===== src/rtl/hicore_clint_pkg.sv =====
// hicore_clint shared definitions: register offsets,
// reset values and the bus FSM state type.
package hicore_clint_pkg;

  localparam logic [15:0] CLINT_MSIP_OFF        = 16'h0000;
  localparam logic [15:0] CLINT_MTIMECMP_LO_OFF = 16'h4000;
  localparam logic [15:0] CLINT_MTIMECMP_HI_OFF = 16'h4004;
  localparam logic [15:0] CLINT_MTIME_LO_OFF    = 16'hBFF8;
  localparam logic [15:0] CLINT_MTIME_HI_OFF    = 16'hBFFC;

  localparam logic [63:0] CLINT_MTIMECMP_RST = 64'hFFFF_FFFF_FFFF_FFFF;

  typedef enum logic {
    IDLE = 1'b0,
    RESP = 1'b1
  } clint_state_e;

endpackage


===== src/rtl/hicore_clint_timer.sv =====
// hicore_clint machine timer: prescaler, 64-bit mtime
// and byte-wise write merge over the incremented value.
module hicore_clint_timer #(
  parameter int unsigned TICK_DIV = 1
) (
  input  logic        clk,
  input  logic        rst_n,
  input  logic        wr_lo_i,
  input  logic        wr_hi_i,
  input  logic [31:0] wdata_i,
  input  logic [3:0]  wstrb_i,
  output logic [63:0] mtime_o,
  output logic [63:0] mtime_d_o
);

  localparam logic [15:0] PRESC_MAX = 16'(TICK_DIV - 1);

  logic [15:0] presc_q, presc_d;
  logic [63:0] mtime_q, mtime_d;
  logic        tick;

  always_comb begin
    tick    = (presc_q == PRESC_MAX);
    presc_d = tick ? 16'd0 : presc_q + 16'd1;
    // unwritten bytes keep the incremented value, carry included
    mtime_d = mtime_q + {63'd0, tick};
    for (int b = 0; b < 4; b++) begin
      if (wr_lo_i && wstrb_i[b])
        mtime_d[8*b +: 8] = wdata_i[8*b +: 8];
      if (wr_hi_i && wstrb_i[b])
        mtime_d[32+8*b +: 8] = wdata_i[8*b +: 8];
    end
  end

  always_ff @(posedge clk) begin
    if (!rst_n) begin
      presc_q <= '0;
      mtime_q <= '0;
    end else begin
      presc_q <= presc_d;
      mtime_q <= mtime_d;
    end
  end

  assign mtime_o   = mtime_q;
  assign mtime_d_o = mtime_d;

endmodule


===== src/rtl/hicore_clint.sv =====
// hicore_clint: core-local interruptor with msip, mtimecmp
// and mtime behind a single-outstanding req/rsp bus.
module hicore_clint
  import hicore_clint_pkg::*;
#(
  parameter int unsigned TICK_DIV = 1,
  parameter int unsigned ADDR_W   = 16
) (
  input  logic              clk,
  input  logic              rst_n,
  input  logic              bus_req,
  output logic              bus_gnt,
  input  logic              bus_we,
  input  logic [ADDR_W-1:0] bus_addr,
  input  logic [31:0]       bus_wdata,
  input  logic [3:0]        bus_wstrb,
  output logic              bus_rsp_valid,
  input  logic              bus_rsp_ready,
  output logic [31:0]       bus_rdata,
  output logic              bus_err,
  output logic              m_time_irq,
  output logic              m_soft_irq
);

  clint_state_e state_q, state_d;

  logic [63:0] mtimecmp_q, mtimecmp_d;
  logic        msip_q, msip_d;
  logic [31:0] rdata_q, rdata_d;
  logic        err_q, err_d;
  logic        cmp_q, tirq_q, sirq_q;

  logic [63:0] mtime, mtime_nx;
  logic [ADDR_W-1:0] addr_w;
  logic [31:0] rmux;
  logic sel_msip, sel_cmp_lo, sel_cmp_hi;
  logic sel_mt_lo, sel_mt_hi, mapped;
  logic acc, wr;

  assign addr_w     = bus_addr & ~ADDR_W'(3);
  assign sel_msip   = addr_w == ADDR_W'(CLINT_MSIP_OFF);
  assign sel_cmp_lo = addr_w == ADDR_W'(CLINT_MTIMECMP_LO_OFF);
  assign sel_cmp_hi = addr_w == ADDR_W'(CLINT_MTIMECMP_HI_OFF);
  assign sel_mt_lo  = addr_w == ADDR_W'(CLINT_MTIME_LO_OFF);
  assign sel_mt_hi  = addr_w == ADDR_W'(CLINT_MTIME_HI_OFF);
  assign mapped     = sel_msip | sel_cmp_lo | sel_cmp_hi
                    | sel_mt_lo | sel_mt_hi;

  assign acc = bus_req && (state_q == IDLE);
  assign wr  = acc && bus_we;

  hicore_clint_timer #(
    .TICK_DIV (TICK_DIV)
  ) u_timer (
    .clk       (clk),
    .rst_n     (rst_n),
    .wr_lo_i   (wr && sel_mt_lo),
    .wr_hi_i   (wr && sel_mt_hi),
    .wdata_i   (bus_wdata),
    .wstrb_i   (bus_wstrb),
    .mtime_o   (mtime),
    .mtime_d_o (mtime_nx)
  );

  always_comb begin
    rmux = '0;
    unique case (1'b1)
      sel_msip:   rmux = {31'd0, msip_q};
      sel_cmp_lo: rmux = mtimecmp_q[31:0];
      sel_cmp_hi: rmux = mtimecmp_q[63:32];
      sel_mt_lo:  rmux = mtime[31:0];
      sel_mt_hi:  rmux = mtime[63:32];
      default:    rmux = '0;
    endcase
  end

  always_comb begin
    mtimecmp_d = mtimecmp_q;
    msip_d     = msip_q;
    for (int b = 0; b < 4; b++) begin
      if (wr && sel_cmp_lo && bus_wstrb[b])
        mtimecmp_d[8*b +: 8] = bus_wdata[8*b +: 8];
      if (wr && sel_cmp_hi && bus_wstrb[b])
        mtimecmp_d[32+8*b +: 8] = bus_wdata[8*b +: 8];
    end
    if (wr && sel_msip && bus_wstrb[0])
      msip_d = bus_wdata[0];
  end

  always_comb begin
    state_d = state_q;
    rdata_d = rdata_q;
    err_d   = err_q;
    unique case (state_q)
      IDLE: begin
        if (bus_req) begin
          state_d = RESP;
          rdata_d = bus_we ? 32'd0 : rmux;
          err_d   = !mapped;
        end
      end
      RESP: begin
        if (bus_rsp_ready)
          state_d = IDLE;
      end
      default: state_d = IDLE;
    endcase
  end

  // compare looks ahead on mtime so a rise lands one cycle after
  // mtime reaches mtimecmp, while mtimecmp writes take two
  always_ff @(posedge clk) begin
    if (!rst_n) begin
      state_q    <= IDLE;
      mtimecmp_q <= CLINT_MTIMECMP_RST;
      msip_q     <= 1'b0;
      rdata_q    <= '0;
      err_q      <= 1'b0;
      cmp_q      <= 1'b0;
      tirq_q     <= 1'b0;
      sirq_q     <= 1'b0;
    end else begin
      state_q    <= state_d;
      mtimecmp_q <= mtimecmp_d;
      msip_q     <= msip_d;
      rdata_q    <= rdata_d;
      err_q      <= err_d;
      cmp_q      <= (mtime_nx >= mtimecmp_q);
      tirq_q     <= cmp_q;
      sirq_q     <= msip_q;
    end
  end

  assign bus_gnt       = (state_q == IDLE);
  assign bus_rsp_valid = (state_q == RESP);
  assign bus_rdata     = rdata_q;
  assign bus_err       = err_q;
  assign m_time_irq    = tirq_q;
  assign m_soft_irq    = sirq_q;

endmodule

===== config.mk =====
export PLATFORM = sky130hd
export DESIGN_NAME = hicore_clint
export DESIGN_NICKNAME = d
export VERILOG_FILES = /design/src/rtl/hicore_clint_pkg.sv /design/src/rtl/hicore_clint_timer.sv /design/src/rtl/hicore_clint.sv
export SDC_FILE = /design/constraint.sdc
export NUM_CORES = 1
export LEC_CHECK = 0
export ABC_AREA = 0
export CAP_MARGIN = 0
export CORE_MARGIN = 2
export CORE_UTILIZATION = 53
export DETAILED_ROUTE_END_ITERATION = 8
export GPL_ROUTABILITY_DRIVEN = 0
export PLACE_DENSITY = 0.84
export SLEW_MARGIN = 20
export SYNTH_ARGS = -nofsm -noshare
export SYNTH_HDL_FRONTEND = slang
export SYNTH_HIERARCHICAL = 1
export SYNTH_SLANG_ARGS = --single-unit

===== constraint.sdc =====
create_clock -name clk -period 4.2 [get_ports clk]
set_clock_uncertainty 0.2 [all_clocks]
set_input_delay 0.84 -clock clk [delete_from_list [all_inputs] [get_ports clk]]
set_output_delay 0.84 -clock clk [all_outputs]
set_load 0.05 [all_outputs]

# Word-level counts from Yosys, hierarchy flattened
# Cells that the tools add are included.
[op_classes] addsub=2 order_cmp=1 n_eq_ne=4 n_mux=13 bitwise_logic=6 reduce_logical=29
[ops] cell="case mux 32 bit (5 select lines)" n=1
[ops] cell="adder 64 x 1 -> 64 bit" n=1
[ops] cell="greater-or-equal comparator 64 bit" n=1
[ops] cell="two-way mux 8 bit" n=8
[ops] cell="logical NOT 16 bit" n=2
[ops] cell="two-way mux 32 bit" n=1
[ops] cell="== test 14 x 13 -> 1 bit (second input constant)" n=2
[ops] cell="== test 14 bit (second input constant)" n=2
[ops] cell="logical AND 1 bit" n=24
[ops] cell="adder 16 x 1 -> 16 bit (second input constant)" n=1
[ops] cell="OR 1 bit" n=4
[ops] cell="two-way mux 1 bit" n=2
[ops] cell="inverter 1 bit" n=2
[ops] cell="case mux 1 bit (2 select lines)" n=1
[ops] cell="AND reduction 2 bit" n=1
[ops] cell="OR reduction 2 bit" n=1
[ops] cell="logical NOT 1 bit" n=1
[word_totals] register_bits=182 inputBits=57 elab_cells=72

# Longest topological paths before layout
[depth] depth_word=7 depth_mapped=20 mapped_depth_nobuf=19

# Modules after synthesis
# Netlist, hierarchy kept.
[by_module_without_submodules] mod="hicore_clint" n_inst=1 cells_each=747 area_each_um2=6326.1 seq_area_each_um2=2042.0
[by_module_without_submodules] mod="hicore_clint_timer" n_inst=1 cells_each=612 area_each_um2=4814.6 seq_area_each_um2=1601.5

# Worst setup path after synthesis
# OpenSTA, ideal clock, no wires.
[synth_timing] path_kind="input -> register" start="input bus_addr[7]" end="register cmp_q" setup_time_ns=0.132 arrival_ns=4.030 setup_slack_ns=-0.162 stages=16 path_buffers=3 cell_sequence="nand4_1 -> or4_4 -> buf_6 -> clkbuf_1 -> nor3_1 -> nand2_1 -> clkbuf_1 -> nor2_1 -> a21oi_1 -> ha_1 -> a21oi_1 -> nand2_1 -> a221o_1 -> o31a_1 -> a2111oi_0 -> o21ai_0"
[synth_between] elab_chain_cells=5
[synth_lines] element="from (decl)" line_no="hicore_clint.sv:14" source="input logic [ADDR_W-1:0] bus_addr,"
[synth_lines] element="== test 14 bit" line_no="hicore_clint.sv:44" source="assign sel_mt_lo = addr_w == ADDR_W'(CLINT_MTIME_LO_OFF);"
[synth_lines] element="logical AND 1 bit" line_no="hicore_clint.sv:57" source=".wr_lo_i (wr && sel_mt_lo),"
[synth_lines] element="logical AND 1 bit" line_no="hicore_clint_timer.sv:28" source="if (wr_lo_i && wstrb_i[b])"
[synth_lines] element="two-way mux 8 bit" line_no="hicore_clint_timer.sv:28"
[synth_lines] element="named net mtime_nx[14]" line_no="hicore_clint.sv:33" source="logic [63:0] mtime, mtime_nx;"
[synth_lines] element="greater-or-equal comparator 64 bit" line_no="hicore_clint.sv:128" source="cmp_q <= (mtime_nx >= mtimecmp_q);"
[synth_lines] element="to (signal assigned)" line_no="hicore_clint.sv:128"
[synth_lines] element="to (decl)" line_no="hicore_clint.sv:31" source="logic cmp_q, tirq_q, sirq_q;"
# The timed path passes the listed nets, and every way through them passes these cells.
# A chain may end at the register's enable or synchronous reset.

# Worst setup path in the final report
[layout_timing] start="register u_timer.presc_q[1]" end="register cmp_q"
[layout_between] elab_chain_cells=4
[layout_lines] element="from (decl)" line_no="hicore_clint_timer.sv:18" source="logic [15:0] presc_q, presc_d;"
[layout_lines] element="from (signal assigned)" line_no="hicore_clint_timer.sv:40" source="presc_q <= presc_d;"
[layout_lines] element="logical NOT 16 bit" line_no="hicore_clint_timer.sv:23" source="tick = (presc_q == PRESC_MAX);"
[layout_lines] element="adder 64 x 1 -> 64 bit" line_no="hicore_clint_timer.sv:26" source="mtime_d = mtime_q + {63'd0, tick};"
[layout_lines] element="two-way mux 8 bit" line_no="hicore_clint_timer.sv:28"
[layout_lines] element="named net mtime_nx[31]" line_no="hicore_clint.sv:33"
[layout_lines] element="greater-or-equal comparator 64 bit" line_no="hicore_clint.sv:128"
# The timed path passes the listed nets, and every way through them passes these cells.

==> run_results.csv <==
group,metric,value,unit
logic_synthesis,async_reset_ff_share,0,%
logic_synthesis,postSynthCellCount,1359,
die,num_io_pins,94,
detailed_routing,ant_nets,0,
clocking,clockBufferDepth,2,
die,placement_rows,53,
setup_path,worstSetupPathType,"flip-flop to flip-flop",
logic_synthesis,synth.most_common_cell,"dfxtp_1",
setup_path,end_kind,"flip-flop",
logic_synthesis,synth-seq-cells,182,
clocking,hold_buffers,0,
detailed_routing,drc,0,
place,placed_cells,1808,
power_and_ir_drop,power.total,3.48,mW
detailed_routing,wl_per_cell,19.1,um
setup_path,start_kind,"flip-flop",
detailed_routing,routed_wl,35.3,mm
die,dieArea,0.0222,mm2
detailed_routing,vias_per_cell,6.30,
clocking,path_clk_slew,70,ps
cells_and_area,layout.cells.non_filler,1852,
global_routing,grt_pass1_vias,11000,
logic_synthesis,synthTopCellsByArea,"dfxtp_1, ha_1, nand2_1",
place,preCtsSetupSlack,-602,ps
place,portBuffers,91,
logic_synthesis,netlist.area_leader.share,32.7,%
timing,setup_slack,-82.5,ps
die,die_y,149,um
detailed_routing,num_vias,11700,
power_and_ir_drop,ir_worst_vdd,268,uV
run_status,violations,"negative setup slack",
global_routing,grtUsageTotal,31.3,%
die,start_util,53.5,%
clocking,clock_sinks,182,
logic_synthesis,syn_nets,1485,
run_status,status,"complete, but fails checks",
timing,maxSlewViolCount,0,
clocking,root_buffer,"clkbuf_16",
timing,hold_slack,282,ps
clocking,cts_buffers,17,
die,die_w,149,um
cells_and_area,area_growth,28.6,%
job,drv_cap,0,
setup_path,critPathRequiredTime,4370,ps
logic_synthesis,synth_edf_count,0,
logic_synthesis,synth_warnings,6,
power_and_ir_drop,power_density,243,mW/mm2
timing,worst_pin_slew,1070,ps
power_and_ir_drop,p_leak,6.16,nW
detailed_routing,first_pass_iters,6,
global_routing,grt_max_degree,61,
global_routing,grt-ovfl-total,0,
clocking,cts_tree,"done",
setup_path,cp.arrival,4450,ps
cells_and_area,diodes,0,
detailed_routing,drtIter0Drc,1303,
die,core,0.0208,mm2
logic_synthesis,synth.avg_cell_area,8.20,um2
place,dp_hpwl,25.3,mm
logic_synthesis,synth_top_area_cell,"dfxtp_1",
cells_and_area,finish.utilization,68.8,%
logic_synthesis,synth_common_cells,"dfxtp_1, nand2_1, a21oi_1",
setup_path,cp_max_fo,5,
logic_synthesis,syn_area,0.0111,mm2
timing,relSlewSlack,28.4,%
global_routing,grt_antenna_before_repair,0,
timing,rsz0062_at_grt,"true",
global_routing,grt_pass1_wl,55.6,mm
logic_synthesis,yosysSeqAreaShare,32.7,%
logic_synthesis,synth_ff_type,"dfxtp_1",
timing,hold_viol_final,0,
min_path,hold_class,"flip-flop to flip-flop",
cells_and_area,drive_gt1_share,19.5,%
timing,clock.fmax,0.234,GHz
clocking,htreeDepth,4,
timing,finalCritPeriodShare,102,%
clocking,clk_latency,430,ps
timing,finalSetupViolCount,1,
logic_synthesis,ys_types,68,
timing,post-route-min-period,4280,ps
cells_and_area,fin_nets,1690,
logic make-up (layout without fill, tap and decap cells):
group           count (synthesis)  count (layout)  share of synthesized area, %
simple gates                  537             537                          26.6
compound gates                327             327                          19.2
flops                         182             182                          32.7
buf+inv                       147             365                          5.65
fa+ha+maj                      69              69                          7.75
xor+xnor                       58              58                          4.56
mux                            39              39                          3.55
layout make-up:
class	instances	area [um2]
multi-input cells	1030	7240
fillers	1512	6490
flip-flops and latches	182	3650
repair buffers	256	2250
clock buffers	23	488
well taps	275	344
inverters	77	289
clock inverters	9	68.8
metrics by stage:
step | area [um2] | setup TNS (ps)
after floorplan | 11200 | 0
after global placement | 13300 | -542
after detailed placement | 13300 | -602
after CTS | 14100 | 0
after global routing | 14300 | -207
final | 14300 | -82.5
registers in the layout (all words and copies together) (netlist names):
register / cells
m_time_irq: 1
msip_q: 1
mtimecmp_q: 64
bus_rsp_valid: 1
u_timer/mtime_o: 64
bus_rdata: 32
m_soft_irq: 1
cmp_q: 1
bus_err: 1
u_timer/presc_q: 16
worst paths after layout:
kind / slack, ps / startpoint / to / cells past startpoint
setup / recovery: -80 / u_timer/presc_q[1]$_SDFF_PP0_ / cmp_q$_SDFF_PN0_ / 20
hold / removal: 280 / bus_err$_SDFFE_PN0P_ / bus_err$_SDFFE_PN0P_ / 2
setup reg to reg: -80 / u_timer/presc_q[1]$_SDFF_PP0_ / cmp_q$_SDFF_PN0_ / 20
hold reg to reg: 280 / bus_err$_SDFFE_PN0P_ / bus_err$_SDFFE_PN0P_ / 2
power by group:
part / switching (mW) / internal [mW]
Clock: 0.708 / 0.825
Sequential: 0.00660 / 1.73
Combinational: 0.120 / 0.0910
worst max-delay path: stages (launching register included):
cell	delay [ps]
dfxtp_2	330
inv_2	60
ha_4	120
nor4b_4	180
nand4_1	210
inv_2	120
ha_4	180
buf_6	120
and2_4	160
nand3_4	90
or4_4	590
o21ai_0	250
nand3_1	150
o21a_1	140
ha_1	300
nand4_1	210
nor4_2	280
nand2_1	120
o21ai_1	190
a2111oi_2	70
o21ai_1	140
cell usage in the layout (no fill, tap or decap), types with 22 or more instances in the layout:
cell type,netlist,layout
a21oi_1,106,104
a221oi_1,32,32
and2_1,39,38
and3_1,22,22
buf_4,5,154
clkdlybuf4s50_1,0,85
dfxtp_1,182,180
ha_1,69,66
inv_1,77,73
mux2i_1,35,34
nand2_1,162,158
nand3_1,57,54
nand4_1,41,41
nor2_1,100,97
nor3b_2,30,30
o211ai_1,68,68
o21ai_0,55,48
xnor2_1,25,24
xor2_1,33,30
metal layers:
metal / wire length [um] / GRT usage [%] / vias up
met4: 1430 / 14.0 / 0
met2: 16500 / 51.4 / 686
met3: 3560 / 5.81 / 139
met1: 13900 / 40.2 / 5491
li1: - / - / 5345
met5: 0 / 0 / -
timing repair:
| item | in CTS | in global routing |
|---|---|---|
| gates resized for setup | 47 | 37 |
| setup buffers | 6 | 6 |
| setup endpoints to repair | 1 | 1 |
| pin swaps | 23 | 26 |
| hold endpoints to repair | 0 | 0 |
Note: power is estimated with default switching activity, not from simulation.
==> RTL change 1, RTL diff (same flow settings) <==
`rdata_q` no longer has a reset.
--- a/src/rtl/hicore_clint.sv
+++ b/src/rtl/hicore_clint.sv
@@ -116,3 +116,2 @@
       msip_q     <= 1'b0;
-      rdata_q    <= '0;
       err_q      <= 1'b0;
@@ -125,3 +124,2 @@
       msip_q     <= msip_d;
-      rdata_q    <= rdata_d;
       err_q      <= err_d;
@@ -131,2 +129,6 @@
     end
+  end
+
+  always_ff @(posedge clk) begin
+    rdata_q <= rdata_d;
   end
Formal check against the unedited RTL: differs if rst_n is asserted again (counterexample within 4 cycles, from zero or initial values and one cycle with rst_n low); with rst_n held inactive, the same outputs for 4 cycles.
==> RTL change 1 against the unedited design <==
  * The flow still finishes with violations (negative setup slack)
  * Cell area down 1.6%
  * Global-route usage fell by 0.54 points
  * Routed wire length fell by 2.2%
  * Synthesized area rose by 0.49%
  * Die area is 0.48% higher
  * Synthesized cell count fell by 7.7%
  * Core utilization down 1.3 points
  * Sequential cell count did not move
  * Sequential power up 3%
  * Setup slack worse by 0.029 ns
  * Sequential share of layout area is 2.7 points higher
  * Combinational power increased by 20%
  * Power grew 6.7%
==> RTL change 1: results (changes against the unedited design) <==
fin worst setup slack=-0.111 ns (-0.0288 ns); largest net degree at the start of global routing=62 (+1.6%); DR vias=11055 (-5.2%); clk_lat worst skew=0.45 ns (+0.02 ns); Distinct cells, synth=71 (+4.4%); Syn. warnings=6 (unchanged); final wirelength=34.5 mm (-2.2%); final setup vio count=1 (unchanged); # fillers=1538 (+1.7%); vias in the first global route=10547 (-4.5%); Arrival @ worst endpoint=4.49 ns (+0.04 ns); violated checks=negative setup slack; EDFF count, synth=32 (+32); number of H-tree levels=4 (unchanged); prevailing post-synth register cell=dfxtp_1; Total Negative Setup Slacks=-0.111 ns (-0.0288 ns); Syn Nets=1381 (-7.0%); HPWL Detailed=24.5 mm (-3.3%); leakage=0.00593 µW (-3.7%); root buf cell=clkbuf_16; Place WS=-0.855 ns (-0.253 ns); sequential fraction of the synthesis area=0.354 (+0.0270); status=finished, violations left; GRT Total Usage=0.308 (-0.00538); Max stage delay on crit path=0.53 ns (-0.06 ns); Worst VDD drop=0.286 mV (+6.9%); Worst Tran Pin Value=1.15 ns (+0.0806 ns); number of DRC markers in iteration 0=1250 (-4.1%); CP Max Fanout=5 (unchanged); synth cell count leaders=dfxtp_1 (150), nand2_1 (126), nor2_1 (90), a21oi_1 (79), inv_1 (75); Layout Nets=1572 (-7.0%); first-pass GRT wire length=54.2 mm (-2.5%); Hold Startpoint=msip_q; ratio of cells with drive above 1 in the final layout=0.241 (+0.0453); ranking of synthesized cells by area=dfxtp_1 (27%), edfxtp_1 (8.6%), ha_1 (7.7%); worst flop-to-flop path startpoint=u_timer/presc_q[0]
## RTL change 1: cell types whose count changed after synthesis, sizes merged, moves of 5 or more
cell    change
nor2       -10
a221oi     -32
edfxtp     +32
nand2      -36
buf        +12
a22oi      +62
mux2i      -31
and3        +8
o21ai      -31
nand3       -5
dfxtp      -32
clkbuf     -13
nor3b      -30
## RTL change 1: through the flow
step | util | hold WS, ns | power [µW] | cells | area [µm²]
floorplan | - | 0.212 | 1950 | 1255 | 11200
finish | 0.675 | 0.303 | 3710 | 1734 | 14100
detailed placement | 0.625 | 0.286 | 2090 | 1689 | 13000
CTS | 0.667 | 0.305 | 3720 | 1729 | 13900
global route | 0.675 | 0.320 | 3820 | 1734 | 14100
global placement | 0.625 | 0.283 | 2090 | 1689 | 13000
## RTL change 1: worst max-delay path, delay by kind of cell (launching register included)
kind	cells	cell delay, ns
flops	1	0.33
buf+inv	5	0.61
compound gates	4	0.51
fa+ha+maj	3	0.46
simple gates	10	2.13
## RTL change 1: kinds of logic after synthesis
| kind of cell | share of synthesized area |
|---|---|
| mux | 0.00760 |
| fa+ha+maj | 0.0771 |
| simple gates | 0.221 |
| flops | 0.354 |
| buf+inv | 0.0677 |
| compound gates | 0.227 |
| xor+xnor | 0.0454 |
## RTL change 1: timing repair
action,4_1_cts,5_1_grt
setup buffers,7,5
endpoints found under the setup margin,1,1
pin swaps,30,16
gates resized for setup,74,26
gates cloned,1,0
## RTL change 1: layout make-up
type / count / area share
clock buffer: 21 / 0.0327
clock inverter: 11 / 0.00967
inverter: 76 / 0.0202
multi-input combinational: 929 / 0.486
sequential: 182 / 0.281
tap: 275 / 0.0244
timing repair buffer: 240 / 0.145
## RTL change 1: worst paths after layout
| check | end | slack [ns] | cells past startpoint |
|---|---|---|---|
| hold / removal | m_soft_irq | 0.30 | 1 |
| hold reg to reg | m_soft_irq | 0.30 | 1 |
| setup reg to reg | cmp_q | -0.11 | 22 |
| setup / recovery | cmp_q | -0.11 | 22 |
## RTL change 1: report_power, final
group / total [µW] / internal (µW) / leakage [µW] / switching, µW
Sequential: 1800 / 1790 / 0.00153 / 11.5
Clock: 1660 / 928 / 0.000296 / 730
Combinational: 253 / 97.0 / 0.00411 / 156
## RTL change 1: routing by layer
layer | track usage | wire length, µm | vias to the layer above
met3 | 0.0569 | 3200 | 174
met5 | 0 | 0 | -
met1 | 0.390 | 13500 | 5167
met4 | 0.163 | 1820 | 0
met2 | 0.499 | 16000 | 737
li1 | - | - | 4977
==> RTL change 2, RTL diff (same flow settings) <==
Made on the original files. Set the parameter `ADDR_W` to 15 (it was 16).
--- a/src/rtl/hicore_clint.sv
+++ b/src/rtl/hicore_clint.sv
@@ -6,3 +6,3 @@
   parameter int unsigned TICK_DIV = 1,
-  parameter int unsigned ADDR_W   = 16
+  parameter int unsigned ADDR_W   = 15
 ) (
Interface: changed (resized bus_addr); port bits go from 94 to 93. No check against the original RTL was run, so the function may have changed too.
==> RTL change 2 against the unedited design <==
  * The flow still finishes with violations (negative setup slack)
  * Setup slack worse by 0.16 ns
  * Sequential cell count unchanged
  * Power up 5.2%
  * Synthesized area down 2.9%
  * Critical path depth up 1
  * Non-clock buffer count down 37
  * Routed wire length up 4.1%
  * First-iteration DRC count up 10%
  * Cell area down 4.6%
  * Largest cell class unchanged
==> RTL change 2: results (changes against the unedited design) <==
final setup vio count=1 (unchanged); Layout Nets=1631 (-3.5%); #MultiIn Comb=1010 (-1.9%); fin worst setup slack=-0.242 ns (-0.159 ns); Area after DPL=0.0127 mm² (-4.4%); sequential fraction of the synthesis area=0.337 (+0.00980); Logic pwr share=0.058 (-0.003); Worst Tran Pin Value=0.980 ns (-0.0917 ns); Via density=6.43 (+2.1%); metal2 WL=16.7 mm (+1.4%); slowest CP cell=dfxtp_1; Max stage delay on crit path=0.38 ns (-0.21 ns); Crit. Startpoint=u_timer/presc_q[11]; Met1 Routed Length=13.7 mm (-1.0%); die area=0.0216 mm² (-2.8%); vias in the first global route=11157 (+1.0%); violated checks=negative setup slack; met3 routed WL=3.73 mm (+4.5%); Reg clk slew, reported paths=0.09 ns (+0.02 ns); leakage=0.00592 µW (-3.9%); Worst VDD drop=0.298 mV (+11%); status=finished, violations left; clk pwr=1710 µW (+12%); ratio of cells with drive above 1 in the final layout=0.163 (-0.0327); number of gates resized after CTS=41 (-13%); largest net degree at the start of global routing=63 (+3.3%); Distinct cells, synth=65 (-4.4%); number of DRC markers in iteration 0=1439 (+10%); first-pass GRT wire length=57.2 mm (+3.0%); synth cell count leaders=dfxtp_1 (182), nand2_1 (160), a21oi_1 (105), nor2_1 (93), inv_1 (76)
[RTL change 2: cells by family (layout without fill, tap and decap cells)]
logic type                 after synthesis  in the layout
and+or+nand+nor                        518            518
AOI/OAI and AO/OA                      325            325
DFF                                    182            182
buffers and inverters                  138            327
adders and majority gates               69             69
xor gates and xnor gates                58             58
muxes                                   40             40
[RTL change 2: metrics by stage]
stage                     instances  utilization  hold slack, ns  TNS, ns
after floorplan                1330            -           0.212        0
after global placement         1751        0.631           0.233   -0.253
after detailed placement       1751        0.631           0.240   -0.387
after CTS                      1784        0.673           0.251        0
after global routing           1789        0.680           0.261   -0.394
final                          1789        0.680           0.247   -0.242
[RTL change 2: worst min-delay path by stage]
stage	slack [ns]	to
global route	0.26	bus_rdata[30]
floorplan	0.21	m_time_irq
global placement	0.23	bus_rdata[27]
finish	0.25	bus_rdata[30]
CTS	0.25	bus_rdata[30]
detailed placement	0.24	bus_rdata[30]
